`src/rtl/glb_seq_ctrl.sv`:
```
// GLB load -> PE tag flush -> PE kernel flush -> compute start sequencer; outputs registered, 1-cycle input-to-output latency.
// full stalls load beats cycle by cycle; optional watchdog on the wait states under GLB_SEQ_TIMEOUT_EN.
module glb_seq_ctrl #(
   parameter int LOAD_W    = 16,
   parameter int MIN_PULSE = 4,
   parameter int GAP       = 2
) (
   input  logic              clk,
   input  logic              rstn,
   input  logic              go,
   input  logic [LOAD_W-1:0] load_len,
   input  logic              ram_rst_busy,
   input  logic              full,
   input  logic              tag_busy,
   input  logic              kernel_busy,
   output logic              load_ifmap,
   output logic              load_fltr,
   output logic              load_psum,
   output logic              flush_tag,
   output logic              flush_kernel,
   output logic              start,
   output logic              busy,
   output logic              err,
   output logic [LOAD_W-1:0] beats
);

   localparam int CNT_MAX = (GAP > MIN_PULSE) ? GAP : MIN_PULSE;
   localparam int CNT_W   = $clog2(CNT_MAX + 1);
   localparam logic [CNT_W-1:0] GAP_LAST   = CNT_W'(GAP - 1);
   localparam logic [CNT_W-1:0] PULSE_LAST = CNT_W'(MIN_PULSE - 1);

   typedef enum logic [8:0] {
      IDLE     = 9'b0_0000_0001,
      WAIT_RST = 9'b0_0000_0010,
      LOAD     = 9'b0_0000_0100,
      GAP1     = 9'b0_0000_1000,
      FTAG     = 9'b0_0001_0000,
      GAP2     = 9'b0_0010_0000,
      FKER     = 9'b0_0100_0000,
      GAP3     = 9'b0_1000_0000,
      RUN      = 9'b1_0000_0000
   } state_t;

   state_t            state_q, state_d;
   logic [LOAD_W-1:0] len_q, len_d;
   logic [LOAD_W-1:0] beats_q, beats_d;
   logic [CNT_W-1:0]  cnt_q, cnt_d;
   logic              load_q, load_d;
   logic              ftag_q, ftag_d;
   logic              fker_q, fker_d;
   logic              start_q, start_d;
   logic              busy_q, busy_d;
   logic              err_q, err_d;
`ifdef GLB_SEQ_TIMEOUT_EN
   logic [15:0]       wd_q, wd_d;
`endif

   always_ff @(posedge clk or negedge rstn) begin
      if (!rstn) begin
         state_q <= IDLE;
         len_q   <= '0;
         beats_q <= '0;
         cnt_q   <= '0;
         load_q  <= 1'b0;
         ftag_q  <= 1'b0;
         fker_q  <= 1'b0;
         start_q <= 1'b0;
         busy_q  <= 1'b0;
         err_q   <= 1'b0;
`ifdef GLB_SEQ_TIMEOUT_EN
         wd_q    <= '0;
`endif
      end else begin
         state_q <= state_d;
         len_q   <= len_d;
         beats_q <= beats_d;
         cnt_q   <= cnt_d;
         load_q  <= load_d;
         ftag_q  <= ftag_d;
         fker_q  <= fker_d;
         start_q <= start_d;
         busy_q  <= busy_d;
         err_q   <= err_d;
`ifdef GLB_SEQ_TIMEOUT_EN
         wd_q    <= wd_d;
`endif
      end
   end

   always_comb begin
      state_d = state_q;
      len_d   = len_q;
      beats_d = beats_q;
      cnt_d   = cnt_q;
      err_d   = err_q;
      load_d  = 1'b0;
`ifdef GLB_SEQ_TIMEOUT_EN
      wd_d    = '0;
`endif

      // A RAM clear once the sequence has moved past WAIT_RST means the buffer was wiped under us.
      if ((state_q != IDLE) && (state_q != WAIT_RST) && ram_rst_busy)
         err_d = 1'b1;

      case (state_q)
         IDLE: begin
            if (go) begin
               state_d = WAIT_RST;
               len_d   = load_len;
               beats_d = '0;
            end
         end
         WAIT_RST: begin
            if (!ram_rst_busy) begin
               if (len_q == '0) begin
                  state_d = GAP1;
                  cnt_d   = '0;
               end else begin
                  state_d = LOAD;
                  load_d  = !full;
                  beats_d = beats_q + LOAD_W'(!full);
               end
            end
         end
         LOAD: begin
            // beats_q already counts the beat presented this cycle, so equality means done.
            if (beats_q == len_q) begin
               state_d = GAP1;
               cnt_d   = '0;
            end else begin
               load_d  = !full;
               beats_d = beats_q + LOAD_W'(!full);
            end
         end
         GAP1, GAP2, GAP3: begin
            if (cnt_q == GAP_LAST) begin
               cnt_d = '0;
               if (state_q == GAP1)      state_d = FTAG;
               else if (state_q == GAP2) state_d = FKER;
               else                      state_d = RUN;
            end else begin
               cnt_d = cnt_q + CNT_W'(1);
            end
         end
         FTAG, FKER: begin
            // cnt saturates at PULSE_LAST once the minimum pulse width has been served.
            if (cnt_q == PULSE_LAST) begin
               if ((state_q == FTAG) ? !tag_busy : !kernel_busy) begin
                  state_d = (state_q == FTAG) ? GAP2 : GAP3;
                  cnt_d   = '0;
               end
            end else begin
               cnt_d = cnt_q + CNT_W'(1);
            end
         end
         RUN: begin
            state_d = RUN;
         end
         default: begin
            state_d = IDLE;
         end
      endcase

`ifdef GLB_SEQ_TIMEOUT_EN
      if ((state_d == state_q) &&
          ((state_q == WAIT_RST) || (state_q == FTAG) || (state_q == FKER))) begin
         if (wd_q == 16'hFFFE) begin
            state_d = IDLE;
            err_d   = 1'b1;
            beats_d = '0;
            cnt_d   = '0;
         end else begin
            wd_d = wd_q + 16'd1;
         end
      end
`endif

      ftag_d  = (state_d == FTAG);
      fker_d  = (state_d == FKER);
      start_d = (state_d == RUN);
      busy_d  = (state_d != IDLE);
   end

   assign load_ifmap   = load_q;
   assign load_fltr    = load_q;
   assign load_psum    = load_q;
   assign flush_tag    = ftag_q;
   assign flush_kernel = fker_q;
   assign start        = start_q;
   assign busy         = busy_q;
   assign err          = err_q;
   assign beats        = beats_q;

endmodule

```
`config.mk`:
```
export PLATFORM = sky130hd
export DESIGN_NAME = glb_seq_ctrl
export DESIGN_NICKNAME = d
export VERILOG_FILES = /design/src/rtl/glb_seq_ctrl.sv
export SDC_FILE = /design/constraint.sdc
export NUM_CORES = 1
export LEC_CHECK = 0
export ABC_AREA = 0
export CAP_MARGIN = 40
export CORE_MARGIN = 2
export CORE_UTILIZATION = 50
export DETAILED_ROUTE_END_ITERATION = 10
export DONT_BUFFER_PORTS = 1
export HOLD_SLACK_MARGIN = 0.15
export PLACE_DENSITY = 0.63
export SYNTH_ARGS = -nofsm -noshare
export SYNTH_HDL_FRONTEND = slang
export SYNTH_SLANG_ARGS = --single-unit
```
`constraint.sdc`:
```
create_clock -name clk -period 2.8 [get_ports clk]
set_input_delay 0.28 -clock clk [delete_from_list [all_inputs] [get_ports clk]]
set_output_delay 0.28 -clock clk [all_outputs]
set_load 0.05 [all_outputs]
```
# Word-level counts from Yosys, hierarchy flattened
# Cells that the tools add are included.
# Widths: inputs -> output; s select.
dict set report classes {
  reduce_logical 13
  eq_ne 25
  n_mux 28
  n_addsub 2
}
# cell count
set op_table {}
lappend op_table {{$mux 9} 8}
lappend op_table {{$mux 16} 4}
lappend op_table {{$pmux 9 s6} 1}
lappend op_table {{$pmux 16 s3} 1}
lappend op_table {{$eq 9x5->1 const B} 2}
lappend op_table {{$eq 9x7->1 const B} 2}
lappend op_table {{$eq 9x9->1 const B} 2}
lappend op_table {{$mux 3} 6}
lappend op_table {{$ne 9x1->1 const B} 2}
lappend op_table {{$add 16x1->16} 1}
lappend op_table {{$eq 16x16->1} 1}
lappend op_table {{$logic_not 16->1} 1}
lappend op_table {{$ne 2x2->1 const B} 6}
lappend op_table {{$pmux 3 s4} 1}
lappend op_table {{$reduce_and 5->1} 2}
lappend op_table {{$eq 9x1->1 const B} 1}
lappend op_table {{$eq 9x2->1 const B} 1}
lappend op_table {{$eq 9x3->1 const B} 1}
lappend op_table {{$eq 9x4->1 const B} 1}
lappend op_table {{$eq 9x6->1 const B} 1}
lappend op_table {{$eq 9x8->1 const B} 1}
lappend op_table {{$ne 9x2->1 const B} 1}
lappend op_table {{$mux 8} 1}
lappend op_table {{$mux 1} 4}
lappend op_table {{13 further kinds} 16}
dict set report word_totals {
  reg_bits 50
  word_cells 78
  inputBits 23
}

# Logic depth before layout (Yosys ltp)
# Gate-level depths: netlist of run 1.
dict set report depth {
  depth_word 6
  mapped_depth 8
  mapped_depth_nobuf 7
}

# Least setup slack after synthesis of run 1
# OpenSTA, ideal clock, no wires.
dict set report synth_timing {
  path_kind {register to register}
  startpoint {register beats_q[2], in the netlist beats[2]}
  endpoint {register cnt_q[2]}
  slack_ns 0.607
  setup_ns 0.079
  arrival_ns 2.113
  period_less_slack_ns 2.193
  t_required_ns 2.721
  stages_incl_launch_ff 8
  cell_sequence {dfrtp_1 buf_2 xnor2_1 nand4_1 nor4_2 nor3_1 nor3_2 mux2i_1}
}
dict set report synth_via {
  elab_chain_cells 3
}
# item line_no
set synth_rtl {}
lappend synth_rtl {{start: declaration} 46} ;# logic [LOAD_W-1:0] beats_q, beats_d;
lappend synth_rtl {{start signal: assignment} 76} ;# beats_q <= beats_d;
lappend synth_rtl {{$eq 16x16->1} 127} ;# if (beats_q == len_q) begin
lappend synth_rtl {{$ne 2x2->1 (no line)} --}
lappend synth_rtl {{$reduce_and 5->1 (no line)} --}
lappend synth_rtl {{end signal: assignment} 77} ;# cnt_q <= cnt_d;
lappend synth_rtl {{end: declaration} 47} ;# logic [CNT_W-1:0] cnt_q, cnt_d;
# No other way between the ends.
# A chain may end at the register's enable or synchronous reset.

# Worst setup path in the final report of run 1
dict set report layout_timing {
  startpoint {register state_q[2]}
  endpoint {register beats_q[6], in the netlist beats[6]}
}
dict set report layout_via {
  elab_chain_cells 3
  word_cells_on_any_way 10
}
# item line_no
set layout_rtl {}
lappend layout_rtl {{start: declaration} 44} ;# state_t state_q, state_d;
lappend layout_rtl {{start signal: assignment} 74} ;# state_q <= state_d;
lappend layout_rtl {{$eq 9x3->1 (tied with other cells)} 105} ;# case (state_q)
lappend layout_rtl {{$ne 2x2->1 (no line) or $reduce_bool 3->1 (tied branches)} --}
lappend layout_rtl {{$reduce_and 5->1 (no line)} --}
# Several ways; a longest one is shown, not always the timed one.

==> impl_metrics.json, run 1 <==
{
  "tightestPinTransition_ns": 0.690,
  "ir_worst_vdd_uv": 501,
  "powerDensity_nw_per_um2": 719,
  "hold_path.class": "primary input to register",
  "die_y_um": 79.0,
  "synth_async_sr_flop_share": 1.00,
  "synth-main-ff-cell": "dfrtp_1",
  "period_needed_ns": 2.32,
  "power.switching_uw": 946,
  "max_clock_freq_ghz": 0.431,
  "layout_worst_path_cycle_share": 0.829,
  "final-max-slew-violation-count": 0,
  "ys_ff_latch": 50,
  "utilization": 0.596,
  "critical_path_class": "register to register",
  "cts_repair_resize_count": 0,
  "fraction_of_final_layout_cells_sized_beyond_drive_strength_1": 0.119,
  "post_synth_xor_area_fraction": 0.0654,
  "drtIter0Drc": 231,
  "clkPwrFrac": 0.180,
  "fin_hold_ws_ns": 0.184,
  "combinational_family_with_the_most_area_after_synthesis": "simple AND/OR/NAND/NOR gates",
  "static-leakage-power_uw": 0.00141,
  "finalClockSkew_ns": 0.00825,
  "via_per_inst": 5.77,
  "clkSinkCount": 50,
  "area.growth.synth_to_final_pct": 16.0,
  "detail_route.first_pass.iterations": 5,
  "worstPathArrival_ns": 2.55,
  "slew_headroom": 0.528,
  "dr_total_vias": 2360,
  "drt_wl_total_um": 6500,
  "synth_nets": 336,
  "grt_usage": 0.220,
  "fp.dieArea_um2": 6240,
  "pin_count": 47,
  "seq_power_share": 0.465,
  "status": "completed",
  "timing.setup.tns_ns": 0,
  "finish_stage_setup_viols": 0,
  "maxCapViolCount": 0,
  "required_ns": 3.03,
  "antenna_found_initial": 0,
  "cts_buffers": 5,
  "die_w_um": 79.0,
  "syn-instance-count": 307,
  "synthMuxAreaShare": 0.0147,
  "rows": 27,
  "cts.repair_timing.setup_buffer_count": 0,
  "worst_setup_hold_path_clk_slew_ns": 0.09,
  "initial_utilization": 0.514,
  "largest_net_degree_at_the_start_of_global_routing": 51,
  "clockRootBuffer": "clkbuf_8",
  "ctsLongestPathBuffers": 2,
  "post_synth.cell_area_avg_um2": 9.16,
  "routed_wire_length_per_instance_um": 15.9,
  "combinationalPowerShare": 0.356,
  "buffer_ports.inserted": 0,
  "antenna-diode-count": 0,
  "post-dp-hpwl_um": 4580,
  "critPathLaunchType": "register",
  "synthSimpleGateAreaFrac": 0.264,
  "globalRoute.totalOverflow": 0,
  "synth.largest_area_cell": "dfrtp_1",
  "final_count_of_hold_timing_violations": 0,
  "clock_tree_from_tritoncts": "built",
  "instances_no_fill": 409,
  "switching_fraction_of_total_power": 0.404,
  "power.internal_uw": 1400,
  "critical_path.endpoint_type": "register",
  "post_synth_fa_ha_maj_area_fraction": 0.0267,
  "clk-insertion-delay-late_ns": 0.31,
  "grt_pass1_vias": 2160,
  "synthesis.area_um2": 2810,
  "core_area_um2": 5470,
  "htree_num_levels": 2,
  "nNetsFinal": 367,
  "gp_congestion": 0.903,
  "grt_first_pass_wirelength_um": 10700,
  "share_of_the_synthesized_area_in_compound_gates_ao_oa_aoi_oai": 0.134,
  "synthDominantCellAreaShare": 0.436,
  "final_antenna_net_count": 0,
  "placedCellCount": 381,
  "synth_top_cells_by_area": "dfrtp_1, nand2_1, xnor2_1, ha_1, o21ai_0",
  "remaining_drc_errors": 0,
  "synth-edff-count": 0,
  "rsz0062_at_grt": "no",
  "yosysSeqAreaShare": 0.445,
  "crit_fanout": 23,
  "synthDistinctLibCells": 52,
  "yosysWarningCount": 0
}
sequential cells by signal, indices dropped and copies added, names as in the netlist:
signal and cells:
beats 16, busy 1, cnt_q 3, err 1, flush_kernel 1, flush_tag 1, len_q 16, load_fltr 1
start 1, state_q 9
repair_timing:
item,4_1_cts,5_1_grt
hold endpoints to repair,72,0
hold buffers,22,0
endpoints found under the setup margin,0,0
cell type report:
cell class                 count  area (um2)
clock buffer                   6        82.6
fill                         485        2210
inverter                       9        33.8
multi-input combinational    231        1420
sequential                    50        1250
tap                           72        90.1
timing repair buffer          41         380
per-layer routing:
| metal | track usage | share of wire | vias to the layer above | wire length, um |
|---|---|---|---|---|
| li1 | - | - | 1153 | - |
| met1 | 0.340 | 0.50 | 1115 | 3230 |
| met2 | 0.308 | 0.43 | 86 | 2790 |
| met3 | 0.0420 | 0.064 | 6 | 417 |
| met4 | 0.0707 | 0.010 | 0 | 67 |
| met5 | 0 | 0 | - | 0 |
placed cells by master, fill, tap and decap left out, types with 2 or more instances in the layout:
| cell type | count |
|---|---|
| nand2_1 | 68 |
| dfrtp_1 | 49 |
| dlygate4sd3_1 | 21 |
| xnor2_1 | 20 |
| buf_4 | 19 |
| o21ai_0 | 14 |
| a21oi_1 | 13 |
| nor2_1 | 11 |
| inv_1 | 9 |
| nor4_1 | 9 |
| nand4_1 | 9 |
| nand3_1 | 8 |
| nor3_1 | 7 |
| or3_1 | 6 |
| o31ai_1 | 6 |
| ha_1 | 6 |
| clkbuf_8 | 6 |
| and2_1 | 4 |
| nor2b_1 | 3 |
| nor3_2 | 3 |
| o22ai_1 | 3 |
| a21o_1 | 3 |
| or4_1 | 3 |
| nand3b_1 | 3 |
| mux2i_1 | 3 |
| nor4_2 | 2 |
| a32o_1 | 2 |
| o41ai_1 | 2 |
cell families after synthesis:
group / count (synthesis)
simple gates: 144
compound gates: 56
flops: 50
buf+inv: 26
xor+xnor: 21
fa+ha+maj: 6
mux: 4
synth_stat cells (2+ instances only):
master and instances:
nand2_1 68, dfrtp_1 49, xnor2_1 20, o21ai_0 14
a21oi_1 13, nor2_1 12, buf_2 10, inv_1 9
nand4_1 9, nor4_1 9, nand3_1 8, nor3_1 7
ha_1 6, o31ai_1 6, or3_1 6, and2_1 4
a21o_1 3, buf_6 3, mux2i_1 3, nand3b_1 3
nor2b_1 3, nor3_2 3, o22ai_1 3, or4_1 3
a32o_1 2, buf_4 2, clkbuf_1 2, nor4_2 2
o41ai_1 2
worst max-delay path: stages, from the launching register on:
cell and delay, ns:
dfrtp_1 0.50, nor4_2 0.43, nand3_1 0.25, o21ai_2 0.23
a21o_1 0.48, nor3_1 0.15, mux2i_1 0.20
per-stage QoR:
step	setup WS, ns	total power [uW]	instance area [um2]
CTS	0.486	2350	3260
floorplan	0.607	1750	2810
detailed placement	0.496	1880	2940
global placement	0.576	1870	2940
global route	0.276	2520	3260
finish	0.478	2340	3260
worst paths after layout:
check / from / to / slack (ns) / depth (start not counted)
hold / removal: full / load_fltr$_DFF_PN0_ / 0.18 / 2
setup / recovery: state_q[2]$_DFF_PN0_ / beats[6]$_DFFE_PN0P_ / 0.48 / 6
hold reg to reg: cnt_q[0]$_DFFE_PN0P_ / cnt_q[0]$_DFFE_PN0P_ / 0.52 / 1
setup reg to reg: state_q[2]$_DFF_PN0_ / beats[6]$_DFFE_PN0P_ / 0.48 / 6
max in group asynchronous: rstn / state_q[0]$_DFF_PN1_ / 2.02 / 2
min in group asynchronous: rstn / flush_tag$_DFF_PN0_ / 0.49 / 2
power by group through the flow:
stage	logic, uW	registers (uW)	clock network, uW
6_report	834	1090	421
5_1_grt	939	1120	461
4_1_cts	832	1090	432
3_5_place_dp	780	1100	0
3_3_place_gp	774	1090	0
2_1_floorplan	695	1060	0
No activity file was read; power rests on OpenSTA's default activity.
==> run 2, diff against run 1 <==
--- a/config.mk
+++ b/config.mk
@@ -5,14 +5,14 @@
 export SDC_FILE = /design/constraint.sdc
 export NUM_CORES = 1
 export LEC_CHECK = 0
-export ABC_AREA = 0
+export ABC_AREA = 1
 export CAP_MARGIN = 40
 export CORE_MARGIN = 2
 export CORE_UTILIZATION = 50
 export DETAILED_ROUTE_END_ITERATION = 10
 export DONT_BUFFER_PORTS = 1
 export HOLD_SLACK_MARGIN = 0.15
-export PLACE_DENSITY = 0.63
+export PLACE_DENSITY = 0.66
 export SYNTH_ARGS = -nofsm -noshare
 export SYNTH_HDL_FRONTEND = slang
 export SYNTH_SLANG_ARGS = --single-unit
==> constraint.sdc (replaced) <==
create_clock -name clk -period 2 [get_ports clk]
set_input_delay 0.2 -clock clk [delete_from_list [all_inputs] [get_ports clk]]
set_output_delay 0.2 -clock clk [all_outputs]
set_load 0.05 [all_outputs]
==> run 2 against run 1 <==
  * First-iteration DRC count fell by 9.5%
  * Worst hold slack improved by 0.047 ns
  * Design area rose by 13%
  * Critical path type unchanged
  * Total power rose by 52%
  * Register-to-register slack got worse by 0.28 ns
  * Sequential cell count did not move
  * Synthesized cell count rose by 44%
  * Combinational power rose by 88%
  * Maximum frequency rose by 29%
==> impl_metrics.json, run 2 <==
{
  "final_common_cell": "nand2_1",
  "design_power_total_uw": 3570,
  "tightestPinTransition_ns": 0.476,
  "slowest_stage": "dfrtp_1",
  "max_clock_freq_ghz": 0.555,
  "fp.dieArea_um2": 6950,
  "most-common-layout-cells": "nand2_1, inv_1, dfrtp_1",
  "synthDominantCellAreaShare": 0.389,
  "final-max-slew-violation-count": 0,
  "grt_pass1_vias": 2640,
  "ctsLongestPathBuffers": 2,
  "critPathLaunchType": "register",
  "synth-main-ff-cell": "dfrtp_1",
  "combinational_family_with_the_most_area_after_synthesis": "simple AND/OR/NAND/NOR gates",
  "gp_congestion": 0.921,
  "clk-insertion-delay-late_ns": 0.31,
  "rr_startpoint": "state_q[5]$_DFF_PN0_",
  "antenna-diode-count": 0,
  "die_w_um": 83.4,
  "post_synth_fa_ha_maj_area_fraction": 0.0238,
  "synth_async_sr_flop_share": 1.00,
  "min_delay_path_depth": 3,
  "post-dp-hpwl_um": 5470,
  "rr_endpoint": "beats[12]$_DFFE_PN0P_",
  "cts_repair_resize_count": 0,
  "hold_path.class": "primary input to register",
  "clockRootBuffer": "clkbuf_8",
  "path_cells": "nor2_4 -> nand3_1 -> nor2_2 -> nand2_1 -> nand2_1 -> nor3_2 -> nand2_2 -> buf_12 -> nand2_2 -> o21ai_2",
  "min_delay_worst_endpoint": "state_q[1]$_DFF_PN0_",
  "required_ns": 2.23,
  "dr_total_vias": 2882,
  "pin_count": 47,
  "grt_first_pass_wirelength_um": 12600,
  "initial_utilization": 0.526,
  "htree_num_levels": 2,
  "synth.largest_area_cell": "dfrtp_1",
  "clock_tree_from_tritoncts": "built",
  "worst_setup_hold_path_clk_slew_ns": 0.10,
  "maxCapViolCount": 0,
  "drtIter0Drc": 209,
  "static-leakage-power_uw": 0.00188,
  "syn-instance-count": 443,
  "synthesis.area_um2": 3150,
  "synth-edff-count": 0,
  "antenna_found_initial": 0,
  "fin_hold_ws_ns": 0.232,
  "remaining_drc_errors": 0,
  "finalClockSkew_ns": 0.00883,
  "globalRoute.totalOverflow": 0,
  "die_y_um": 83.4,
  "r2r_cells": 10,
  "yosysWarningCount": 0,
  "post_synth.cell_area_avg_um2": 7.11,
  "area.growth.synth_to_final_pct": 17.3,
  "grt_usage": 0.222,
  "period_needed_ns": 1.80,
  "critical_path.endpoint_type": "register",
  "synth_top_cells_by_area": "dfrtp_1, nand2_1, nand3_1, inv_1, nor2_1",
  "detail_route.first_pass.iterations": 5,
  "share_of_the_synthesized_area_in_compound_gates_ao_oa_aoi_oai": 0.0961,
  "min-delay-start": "go",
  "largest_net_degree_at_the_start_of_global_routing": 51,
  "synthDistinctLibCells": 32,
  "powerDensity_nw_per_um2": 967,
  "status": "completed",
  "ir_worst_vdd_uv": 902,
  "final_count_of_hold_timing_violations": 0,
  "drt_wl_total_um": 7440,
  "r2r_setup_slack_ns": 0.20,
  "routed_wire_length_per_instance_um": 13.2,
  "core_area_um2": 5990,
  "timing.setup.tns_ns": 0,
  "buffer_ports.inserted": 0,
  "fraction_of_final_layout_cells_sized_beyond_drive_strength_1": 0.182,
  "cts_buffers": 5,
  "yosysSeqAreaShare": 0.398,
  "critical_path_class": "register to register",
  "rsz0062_at_grt": "no",
  "synthSimpleGateAreaFrac": 0.385,
  "worstPathArrival_ns": 2.03,
  "rows": 28,
  "cp_slowest_stage_delay_ns": 0.44,
  "crit_fanout": 32,
  "synthMuxAreaShare": 0,
  "final_antenna_net_count": 0,
  "clkSinkCount": 50,
  "synth_nets": 472,
  "leading_post_synthesis_cells_by_instance_count": "nand2_1, dfrtp_1, inv_1",
  "via_per_inst": 5.12,
  "slew_headroom": 0.683,
  "post_synth_xor_area_fraction": 0.00278,
  "layout_worst_path_cycle_share": 0.901,
  "finish_stage_setup_viols": 0,
  "nNetsFinal": 516,
  "synth.most_common_cell": "nand2_1",
  "fillers": 538,
  "ys_ff_latch": 50
}
-- run 2: critical path: cells and delay by family (launching register included) --
kind	cells	cell delay, ns
buffers and inverters	1	0.22
AO/OA/AOI/OAI	1	0.07
flip-flops	1	0.44
AND/OR/NAND/NOR	8	0.97
-- run 2: final cells by class --
cell class	count	area [um2]	share of cell area
clock inverter	2	10.0	0.00271
tap	75	93.8	0.0254
clock buffer	6	72.6	0.0196
timing repair buffer	47	438	0.119
sequential	50	1250	0.339
inverter	61	229	0.0620
multi-input combinational	322	1600	0.433
-- run 2: cell families (layout without fill, tap and decap cells) --
family | count (synthesis) | count (layout)
compound gates | 46 | 46
xor+xnor | 1 | 1
flops | 50 | 50
buf+inv | 71 | 116
simple gates | 269 | 269
fa+ha+maj | 6 | 6
-- run 2: worst max path at each step --
stage / start / end / cells after the start
floorplan: beats[0]$_DFFE_PN0P_ / beats[14]$_DFFE_PN0P_ / 8
global placement: state_q[5]$_DFF_PN0_ / beats[0]$_DFFE_PN0P_ / 10
detailed placement: state_q[5]$_DFF_PN0_ / beats[0]$_DFFE_PN0P_ / 10
CTS: state_q[5]$_DFF_PN0_ / beats[12]$_DFFE_PN0P_ / 10
global route: state_q[5]$_DFF_PN0_ / beats[12]$_DFFE_PN0P_ / 12
finish: state_q[5]$_DFF_PN0_ / beats[12]$_DFFE_PN0P_ / 10
-- run 2: routing by layer --
layer / vias up / GRT usage / share of wire
li1: 1501 / - / -
met1: 1286 / 0.333 / 0.51
met3: 9 / 0.0398 / 0.048
met5: - / 0 / 0
met2: 86 / 0.329 / 0.42
met4: 0 / 0.0581 / 0.014
-- run 2: per-stage QoR --
step	instance area, um2	std cells	util	setup slack, ns
after detailed placement	3370	533	0.563	0.221
after CTS	3690	563	0.617	0.201
final	3690	563	0.617	0.198
after floorplan	3150	443	-	0.0426
after global routing	3690	563	0.617	0.0193
after global placement	3370	533	0.563	0.229
-- run 2: power by group --
part	switching [uW]	internal [uW]	total, uW
sequential	181	1230	1410
combinational	1060	510	1570
clock	347	244	591
total	1590	1980	3570
-- run 2: what timing repair did --
action | 4_1_cts | 5_1_grt
endpoints found under the hold margin | 73 | 0
buffers inserted | 0 | 0
hold buffers | 22 | 0
==> run 3, diff against run 2 <==
--- a/config.mk
+++ b/config.mk
@@ -8,11 +8,11 @@
 export ABC_AREA = 1
 export CAP_MARGIN = 40
 export CORE_MARGIN = 2
-export CORE_UTILIZATION = 50
+export CORE_UTILIZATION = 58
 export DETAILED_ROUTE_END_ITERATION = 10
 export DONT_BUFFER_PORTS = 1
 export HOLD_SLACK_MARGIN = 0.15
-export PLACE_DENSITY = 0.66
+export PLACE_DENSITY = 0.74
 export SYNTH_ARGS = -nofsm -noshare
 export SYNTH_HDL_FRONTEND = slang
 export SYNTH_SLANG_ARGS = --single-unit
==> run 3 against run 2 <==
  * Core utilization rose by 9.7 points
  * Non-clock buffer count fell by 4
  * Global-route usage rose by 4.0 points
  * Worst hold slack improved by 0.029 ns
  * Sequential share of layout area barely moved
  * Register-to-register slack got worse by 0.02 ns
  * Routed wire length rose by 1.1%
  * First-iteration DRC count fell by 4.3%
  * Sequential power barely moved
  * Clock-buffer cell count rose by 2
  * Cell count fell by 1.6%
  * Largest power group unchanged
==> impl_metrics.json, run 3 (synthesized netlist as in run 2, its figures left out) <==
{
  "r2r_setup_slack_ns": 0.18,
  "fin_hold_ws_ns": 0.260,
  "initial_utilization": 0.609,
  "detail_route.first_pass.iterations": 5,
  "required_ns": 2.25,
  "core_area_um2": 5170,
  "rsz0062_at_grt": "no",
  "worst_setup_hold_path_clk_slew_ns": 0.10,
  "min_delay_path_depth": 4,
  "globalRoute.totalOverflow": 0,
  "final_antenna_net_count": 0,
  "critical_path.endpoint_type": "register",
  "gr-usage-met2": 0.407,
  "finish_stage_setup_viols": 0,
  "period_needed_ns": 1.82,
  "static-leakage-power_uw": 0.00187,
  "crit_fanout": 32,
  "grt_usage": 0.262,
  "cts.repair_timing.setup_buffer_count": 0,
  "worstPathArrival_ns": 2.07,
  "fp.dieArea_um2": 6030,
  "slew_headroom": 0.681,
  "grt.busiest_layer": "met2",
  "placedCellCount": 524,
  "status": "completed",
  "path_cells": "nor2_4 -> nand2_2 -> nor2_4 -> nand2_2 -> inv_2 -> nand2_1 -> nand2_1 -> nor3_2 -> nand2_2 -> buf_12 -> nand2_1 -> o21ai_2",
  "ctsLongestPathBuffers": 2,
  "min-delay-start": "full",
  "path_buf_inv": 2,
  "max_clock_freq_ghz": 0.548,
  "slowest_stage": "dfrtp_1",
  "die_w_um": 77.7,
  "drtIter0Drc": 200,
  "regArea_um2": 1250,
  "grt_pass1_vias": 2855,
  "most-common-layout-cells": "nand2_1, inv_1, dfrtp_1",
  "routed_wire_length_per_instance_um": 13.6,
  "final_count_of_hold_timing_violations": 0,
  "gp_congestion": 0.899,
  "htree_num_levels": 2,
  "cp_slowest_stage_delay_ns": 0.44,
  "dr_total_vias": 2993,
  "tightestPinTransition_ns": 0.478,
  "globalRouteMet3Util": 0.0407,
  "clockRootBuffer": "clkbuf_8",
  "remaining_drc_errors": 0,
  "fillers": 433,
  "m1_gr_usage": 0.379,
  "clk-insertion-delay-late_ns": 0.31,
  "clkSinkCount": 50,
  "utilization": 0.714,
  "min_delay_worst_endpoint": "beats[0]$_DFFE_PN0P_",
  "ir_worst_vdd_uv": 926,
  "largest_net_degree_at_the_start_of_global_routing": 51,
  "clock_tree_from_tritoncts": "built",
  "powerDensity_nw_per_um2": 1000,
  "fraction_of_final_layout_cells_sized_beyond_drive_strength_1": 0.180,
  "antenna_found_initial": 0,
  "maxCapViolCount": 0,
  "area.growth.synth_to_final_pct": 17.3,
  "rows": 26,
  "via_per_inst": 5.40,
  "timing.setup.tns_ns": 0,
  "buffer_ports.inserted": 0,
  "final_common_cell": "nand2_1",
  "layout_worst_path_cycle_share": 0.912,
  "critPathLaunchType": "register",
  "rr_endpoint": "beats[0]$_DFFE_PN0P_",
  "grt_first_pass_wirelength_um": 12700,
  "crit_path_leading_delay_family": "simple AND/OR/NAND/NOR gates",
  "post_dp_area_um2": 3340,
  "cts_buffers": 5,
  "rr_startpoint": "state_q[5]$_DFF_PN0_",
  "critical_path_class": "register to register",
  "instances_no_fill": 554,
  "post-dp-hpwl_um": 5370,
  "antenna-diode-count": 0,
  "pin_count": 47,
  "postLayoutCellArea_um2": 3690,
  "nNetsFinal": 512,
  "die_y_um": 77.7,
  "multi_input_area_um2": 1610,
  "drt_wl_total_um": 7520,
  "hold_path.class": "primary input to register",
  "finalClockSkew_ns": 0.0111,
  "r2r_cells": 12,
  "final-max-slew-violation-count": 0
}
-- run 3: stage by stage --
| step | setup slack [ns] | power, uW |
|---|---|---|
| detailed placement | 0.188 | 2920 |
| global placement | 0.232 | 2880 |
| global route | 0.0216 | 3980 |
| finish | 0.175 | 3700 |
| CTS | 0.167 | 3680 |
| floorplan | 0.0426 | 2660 |
-- run 3: worst reg2reg max path, stage by stage (launching register included) --
cell     delay, ns
dfrtp_1       0.44
nor2_4        0.19
nand2_2       0.10
nor2_4        0.13
nand2_2       0.11
inv_2         0.10
nand2_1       0.07
nand2_1       0.11
nor3_2        0.06
nand2_2       0.08
buf_12        0.23
nand2_1       0.10
o21ai_2       0.06
-- run 3: power by group --
group | leakage (uW) | switching, uW | internal [uW] | total, uW
logic | 0.00118 | 1090 | 507 | 1600
registers | 0.000637 | 182 | 1230 | 1410
clock network | 0.0000575 | 343 | 350 | 693
total | 0.00187 | 1610 | 2090 | 3700
-- run 3: how the worst max path moves through the flow --
stage	start	endpoint	slack (ns)	depth (start not counted)
finish	state_q[5]$_DFF_PN0_	beats[0]$_DFFE_PN0P_	0.18	12
global placement	state_q[5]$_DFF_PN0_	beats[0]$_DFFE_PN0P_	0.23	10
CTS	state_q[0]$_DFF_PN1_	beats[0]$_DFFE_PN0P_	0.17	11
global route	state_q[1]$_DFF_PN0_	cnt_q[1]$_DFFE_PN0P_	0.02	9
floorplan	beats[0]$_DFFE_PN0P_	beats[14]$_DFFE_PN0P_	0.04	8
detailed placement	state_q[5]$_DFF_PN0_	beats[0]$_DFFE_PN0P_	0.19	10
-- run 3: final cells by class --
class / count / share of cell area
multi-input cells: 322 / 0.435
inverters: 61 / 0.0620
well taps: 70 / 0.0237
repair buffers: 43 / 0.110
flip-flops and latches: 50 / 0.339
clock buffers: 8 / 0.0298
-- run 3: layer usage --
metal | up-vias | wire, um
met3 | 13 | 485
met1 | 1372 | 3640
li1 | 1490 | -
met5 | - | 0
met4 | 0 | 111
met2 | 118 | 3290
-- run 3: what timing repair did --
action	CTS	global route
endpoints found under the setup margin	0	8
hold buffers	22	0
resized for setup	0	2
hold endpoints to repair	72	0
